$ cat src/rtl/cdb_pkg.sv
// Shared widths, source encodings and the queued result record for the
// common data bus arbiter.
package cdb_pkg;

    localparam int XLEN     = 32;
    localparam int ROB_ID_W = 5;

    localparam logic SRC_ALU = 1'b0;
    localparam logic SRC_LSU = 1'b1;

    typedef struct packed {
        logic [ROB_ID_W-1:0] rob_id;
        logic [XLEN-1:0]     result;
        logic [XLEN-1:0]     target_pc;
        logic                jump;
    } cdb_entry;

endpackage

$ cat src/rtl/cdb_fifo.sv
// Per-source skid FIFO holding results until the bus grants them.
// DEPTH must be a power of two so the pointers wrap for free.
module cdb_fifo
    import cdb_pkg::*;
#(
    parameter int DEPTH = 2
) (
    input  logic     clk,
    input  logic     rst_n,
    input  logic     flush,
    input  logic     push,
    input  logic     pop,
    input  cdb_entry din,
    output cdb_entry dout,
    output logic     full,
    output logic     empty
);

    localparam int PW = $clog2(DEPTH);
    localparam int CW = PW + 1;

    logic [PW-1:0] wr_ptr;
    logic [PW-1:0] rd_ptr;
    logic [CW-1:0] count;
    logic          push_ok;
    logic          pop_ok;
    cdb_entry      mem [DEPTH];

    assign full    = (count == CW'(DEPTH));
    assign empty   = (count == '0);
    assign push_ok = push && !full;
    assign pop_ok  = pop && !empty;
    assign dout    = mem[rd_ptr];

    always_ff @(posedge clk or negedge rst_n) begin
        if (!rst_n) begin
            wr_ptr <= '0;
            rd_ptr <= '0;
            count  <= '0;
        end else if (flush) begin
            wr_ptr <= '0;
            rd_ptr <= '0;
            count  <= '0;
        end else begin
            if (push_ok) wr_ptr <= wr_ptr + 1'b1;
            if (pop_ok)  rd_ptr <= rd_ptr + 1'b1;
            case ({push_ok, pop_ok})
                2'b10:   count <= count + 1'b1;
                2'b01:   count <= count - 1'b1;
                default: count <= count;
            endcase
        end
    end

    // Storage needs no reset: empty is tracked by count alone.
    always_ff @(posedge clk) begin
        if (push_ok && !flush) mem[wr_ptr] <= din;
    end

endmodule

$ cat src/rtl/cdb_arbiter.sv
// Round-robin arbiter merging ALU and LSU results onto a single broadcast
// bus, one result per cycle, with per-source skid FIFOs.
module cdb_arbiter
    import cdb_pkg::*;
#(
    parameter int FIFO_DEPTH = 2
) (
    input  logic                clk_in,
    input  logic                rst_in,
    input  logic                rdy_in,
    input  logic                flush_in,
    input  logic                valid_from_alu,
    input  logic [ROB_ID_W-1:0] rob_id_from_alu,
    input  logic [XLEN-1:0]     result_from_alu,
    input  logic [XLEN-1:0]     target_pc_from_alu,
    input  logic                jump_from_alu,
    output logic                full_to_alu,
    input  logic                valid_from_lsu,
    input  logic [ROB_ID_W-1:0] rob_id_from_lsu,
    input  logic [XLEN-1:0]     result_from_lsu,
    output logic                full_to_lsu,
    output logic                cdb_valid,
    output logic [ROB_ID_W-1:0] cdb_rob_id,
    output logic [XLEN-1:0]     cdb_result,
    output logic [XLEN-1:0]     cdb_target_pc,
    output logic                cdb_jump,
    output logic                cdb_src,
    output logic                overflow_err
);

    logic     active;
    logic     alu_req, lsu_req;
    logic     alu_push, lsu_push;
    logic     alu_pop, lsu_pop;
    logic     alu_empty, lsu_empty;
    logic     grant_valid, grant_lsu;
    logic     last_grant;
    cdb_entry alu_in, lsu_in, alu_head, lsu_head, head;

    assign active  = rdy_in && !flush_in;
    assign alu_req = active && valid_from_alu && (rob_id_from_alu != '0);
    assign lsu_req = active && valid_from_lsu && (rob_id_from_lsu != '0);

    // Full is judged on the pre-edge count, so a full FIFO never passes through.
    assign alu_push = alu_req && !full_to_alu;
    assign lsu_push = lsu_req && !full_to_lsu;

    assign grant_valid = active && (!alu_empty || !lsu_empty);
    assign grant_lsu   = !lsu_empty && (alu_empty || (last_grant == SRC_ALU));
    assign alu_pop     = grant_valid && !grant_lsu;
    assign lsu_pop     = grant_valid && grant_lsu;
    assign head        = grant_lsu ? lsu_head : alu_head;

    assign alu_in = '{rob_id: rob_id_from_alu, result: result_from_alu,
                      target_pc: target_pc_from_alu, jump: jump_from_alu};
    assign lsu_in = '{rob_id: rob_id_from_lsu, result: result_from_lsu,
                      target_pc: '0, jump: 1'b0};

    cdb_fifo #(.DEPTH(FIFO_DEPTH)) u_alu_fifo (
        .clk   (clk_in),
        .rst_n (rst_in),
        .flush (flush_in),
        .push  (alu_push),
        .pop   (alu_pop),
        .din   (alu_in),
        .dout  (alu_head),
        .full  (full_to_alu),
        .empty (alu_empty)
    );

    cdb_fifo #(.DEPTH(FIFO_DEPTH)) u_lsu_fifo (
        .clk   (clk_in),
        .rst_n (rst_in),
        .flush (flush_in),
        .push  (lsu_push),
        .pop   (lsu_pop),
        .din   (lsu_in),
        .dout  (lsu_head),
        .full  (full_to_lsu),
        .empty (lsu_empty)
    );

    // last_grant resets to LSU so the ALU wins the first tie.
    always_ff @(posedge clk_in or negedge rst_in) begin
        if (!rst_in) begin
            cdb_valid     <= 1'b0;
            cdb_rob_id    <= '0;
            cdb_result    <= '0;
            cdb_target_pc <= '0;
            cdb_jump      <= 1'b0;
            cdb_src       <= SRC_ALU;
            overflow_err  <= 1'b0;
            last_grant    <= SRC_LSU;
        end else begin
            if ((alu_req && full_to_alu) || (lsu_req && full_to_lsu))
                overflow_err <= 1'b1;
            if (flush_in) begin
                cdb_valid <= 1'b0;
            end else if (rdy_in) begin
                if (grant_valid) begin
                    cdb_valid     <= 1'b1;
                    cdb_rob_id    <= head.rob_id;
                    cdb_result    <= head.result;
                    cdb_target_pc <= head.target_pc;
                    cdb_jump      <= head.jump;
                    cdb_src       <= grant_lsu;
                    last_grant    <= grant_lsu;
                end else begin
                    cdb_valid <= 1'b0;
                end
            end
        end
    end

endmodule

$ cat config.mk
export PLATFORM = sky130hd
export DESIGN_NAME = cdb_arbiter
export DESIGN_NICKNAME = d
export VERILOG_FILES = /design/src/rtl/cdb_pkg.sv /design/src/rtl/cdb_fifo.sv /design/src/rtl/cdb_arbiter.sv
export SDC_FILE = /design/constraint.sdc
export NUM_CORES = 1
export LEC_CHECK = 0
export ABC_AREA = 1
export BUFFER_PORTS_ARGS = -buffer_cell sky130_fd_sc_hd__clkbuf_2
export CAP_MARGIN = 5
export CELL_PAD_IN_SITES_DETAIL_PLACEMENT = 0
export CELL_PAD_IN_SITES_GLOBAL_PLACEMENT = 1
export CORE_MARGIN = 2
export CORE_UTILIZATION = 33
export DETAILED_ROUTE_END_ITERATION = 12
export PLACE_DENSITY = 0.71
export REMOVE_ABC_BUFFERS = 1
export SYNTH_ARGS = -nofsm -noshare
export SYNTH_HDL_FRONTEND = slang
export SYNTH_SLANG_ARGS = --single-unit
$ cat constraint.sdc
create_clock -name clk_in -period 4.6 [get_ports clk_in]
set_input_delay 0.69 -clock clk_in [delete_from_list [all_inputs] [get_ports clk_in]]
set_output_delay 0.69 -clock clk_in [all_outputs]
set_load 0.02 [all_outputs]
==> results <==
- In the final routed layout, each cell accounts on average for 17.3 µm.
- The cell with the largest stage delay on the worst path is nor2_4.
- The signal on the critical path passes through clkbuf_2 > inv_1 > nand2_1 > nor2_1 > nand3_1 > nor2_4.
- The HPWL after detailed placement is 16,400 µm.
- The count of cells resized by post-cts repair is 0.
- The most used flip-flop cell after synthesis is edfxtp_1.
- The static leakage is 5.48 nW.
- Counting I/O delays and the setup requirement, the final critical path takes 2.57 ns.
- The final instance area is 0.0136 mm².
- TritonCTS built the clock tree.
- For this block, the routed nets add up to 25,600 µm of wire.
- The largest net degree at the start of global routing is 75.
- The number of standard cells after synthesis is 820.
- Summed over all layers, the global routing overflow is 0.
- The measured slew at the worst slew-check pin is 1.18 ns.
- The wire length on met3 is 1540 µm.
- The Yosys step of the flow raised 0 warnings.
- The count of flip-flops with a built-in enable after synthesis is 214.
- The power after layout is 7.47 mW.
- For this design the top-level I/O count stands at 188.
- The master cell of the clock root buffer is clkbuf_16.
- The total count of hold-check failures in the final report is 0.
- The peak clock frequency supported by timing is 390 MHz.
- The number of slew-limit violations in the final report came to 0.
- The number of DRC violations after detailed-routing iteration 0 is 397.
- The wire length the detailed router placed on met1 is 11,000 µm.
- In this run the deepest clock path goes through 3 buffers.
- The sequential share of the synthesized area is 0.762.
- In this run the mean area of a mapped cell was 13.6 µm².
- The placer congestion estimate is 0.737.
- The endpoint identified for the worst register-to-register timing path is u_alu_fifo.count[0].
- The share of synthesized registers carrying an async set or reset is 0.277.
- STA classifies the critical path endpoint as a register.
- The largest driver fanout on the critical path is 37.
- The critical path contains buffers and inverters numbering 2 combined.
- Port buffering added 187 buffers.
- The number of core rows is 67.
- The die is 188 µm wide.
- Buffers added to address setup during post-CTS repair amount to 0.
- The full die area is 0.0352 mm².
- The arrival time reported for the critical path endpoint is 2.72 ns.
- Setup repair after global routing left no endpoint under its margin.
- The insertion delay to the later sink of the worst-skew pair is 0.54 ns.
- VDD sags by at most 0.000325 V.
- The number of antenna violations at the first check in global routing came to 3.
- The first detailed-routing pass took 4 iterations.
- Leaving out fill and tap cells, the most frequent cells in the layout are nand2_1, edfxtp_1, clkbuf_2, dfrtp_1, mux2i_1.
- STA puts the critical path data required time at 4.75 ns.
- The post-detailed-route via-to-cell ratio is 4.44.
- The starting density of the core is 0.334.
- The final net count is 1,122.
- The type of the worst min-delay path is input port to async pin.
- Signal routing reaches up to met5.
- The critical path is of the input port to register type.
- The number of different library cells used by synthesis comes to 26.
- The clock slew at the register clock pins of the worst setup and hold paths is 0.06 ns.
- CTS built an H-tree with a depth of 1.
- The growth of design area from synthesis to finish is 22.0%.
- The power per cell area is 550 mW/mm².
- In this run the tightest slew margin relative to its limit is 0.212.
- The worst setup path is launched from an input port.
- CTS saw 296 sinks.
- The count of nets left with antenna violations once routing finished came out at 0.
- For this run, design rule violations remaining after detail routing come to 0.
- TritonCTS created 30 clock buffers.
- The combined area of all synthesized cells is 0.0111 mm².
- The total cell area at the placement stage is 0.0126 mm².
- In this run, synthesis produced a sequential element count of 296.
- After filler insertion, the fill cell instance count of the layout stands at 3,154.
- The number of hold buffers added after CTS was 0.
- In the global route stage, overall resource usage came out at 0.143.
- The commonest non-fill, non-tap cell in the layout is nand2_1.
- The kind of cell with the highest combined delay along the critical path is simple AND/OR/NAND/NOR gates.
- In this run the critical register-to-register path is launched from u_lsu_fifo.count[1].
- The number of cells on the worst reg-to-reg path is 9.
- Setup violations remaining at the end of the flow were counted as 0.
- The ratio of final minimum period to clock period is 0.558.
- The met2 wire length is 12,700 µm.
- Max-cap violations in this run came to 0.
- Of the cells placed in the final design, the portion with a size suffix greater than 1 is 0.257.
- The largest single stage delay on the critical path is 0.99 ns.
- The run finished with clean final reports.
- The routed layout has 6,580 vias.
- The number of global-route vias before repair is 6,646.
- The final worst clock skew is 0.00957 ns.
- The first-pass GRT wire length is 38,900 µm.
- The height of the die is 188 µm.
- The area of the placeable core is 0.0334 mm².
- The worst reg-to-reg setup slack is 2.09 ns.
[worst max path at each step]
stage	from	endpoint	slack, ns	cells past startpoint
6_report	flush_in	u_lsu_fifo.mem[0][31]	2.03	6
5_1_grt	flush_in	u_lsu_fifo.mem[1][31]	1.85	6
4_1_cts	u_lsu_fifo.count[0]	u_alu_fifo.count[1]	1.98	9
3_5_place_dp	flush_in	u_lsu_fifo.mem[0][23]	1.43	6
3_3_place_gp	flush_in	u_lsu_fifo.mem[1][29]	1.54	6
2_1_floorplan	flush_in	u_alu_fifo.mem[0][0]	-0.12	5
[state kept, by name (all words and copies together) (netlist names)]
| register | flops |
|---|---|
| cdb_target_pc | 32 |
| cdb_result | 32 |
| overflow_err | 1 |
| cdb_valid | 1 |
| cdb_rob_id | 5 |
| u_lsu_fifo.rd_ptr | 1 |
| u_lsu_fifo.wr_ptr | 1 |
| u_alu_fifo.mem | 140 |
| cdb_src | 1 |
| cdb_jump | 1 |
| u_lsu_fifo.count | 2 |
| u_lsu_fifo.mem | 74 |
| last_grant | 1 |
| u_alu_fifo.count | 2 |
| u_alu_fifo.rd_ptr | 1 |
| u_alu_fifo.wr_ptr | 1 |
[synthesized netlist by cell type (3+ instances only)]
cell | number | share of area
nand4_1 | 4 | 0.0022
clkbuf_1 | 9 | 0.0030
nand2_1 | 288 | 0.097
nor2_1 | 15 | 0.0051
dfrtp_1 | 81 | 0.18
o21ai_1 | 3 | 0.0013
nor2_4 | 3 | 0.0030
mux2i_1 | 58 | 0.052
nand3_1 | 22 | 0.0099
inv_1 | 19 | 0.0064
nand2_4 | 3 | 0.0030
o21ai_0 | 36 | 0.016
o211ai_1 | 26 | 0.018
buf_2 | 22 | 0.0099
edfxtp_1 | 214 | 0.58
[cell type report]
type | instances | area [µm²] | share of cell area
Antenna cell | 2 | 5.00 | 0.000369
Clock buffer | 40 | 860 | 0.0633
Clock inverter | 16 | 161 | 0.0119
Inverter | 21 | 78.8 | 0.00581
Multi-Input combinational cell | 467 | 2420 | 0.178
Sequential cell | 296 | 8480 | 0.625
Tap cell | 448 | 561 | 0.0413
Timing Repair Buffer | 193 | 1010 | 0.0743
[power by group]
group	internal, mW	total, mW	switching [mW]
combinational	0.495	1.50	1.01
sequential	3.25	3.50	0.252
clock	1.48	2.47	0.991
total	5.22	7.47	2.25
[stage by stage]
stage	utilization	TNS, ns	setup slack [ns]	hold WS, ns	instances
final	0.407	0	2.03	0.158	1483
after CTS	0.407	0	1.98	0.171	1481
after detailed placement	0.376	0	1.43	0.475	1425
after global routing	0.407	0	1.85	0.191	1482
after floorplan	-	-16.33	-0.117	0.394	784
after global placement	0.376	0	1.54	0.466	1425
[metal layers]
layer / vias up / track usage
li1: 3231 / -
met3: 38 / 0.0343
met4: 2 / 0.0379
met5: - / 0
met1: 3155 / 0.183
met2: 154 / 0.245
[kinds of logic after synthesis]
group / Yosys count / synth area share
AO/OA/AOI/OAI: 68 / 0.0374
flip-flops: 296 / 0.762
buffers and inverters: 57 / 0.0237
multiplexers: 58 / 0.0521
AND/OR/NAND/NOR: 341 / 0.125
(Power assumes the default switching activity.)
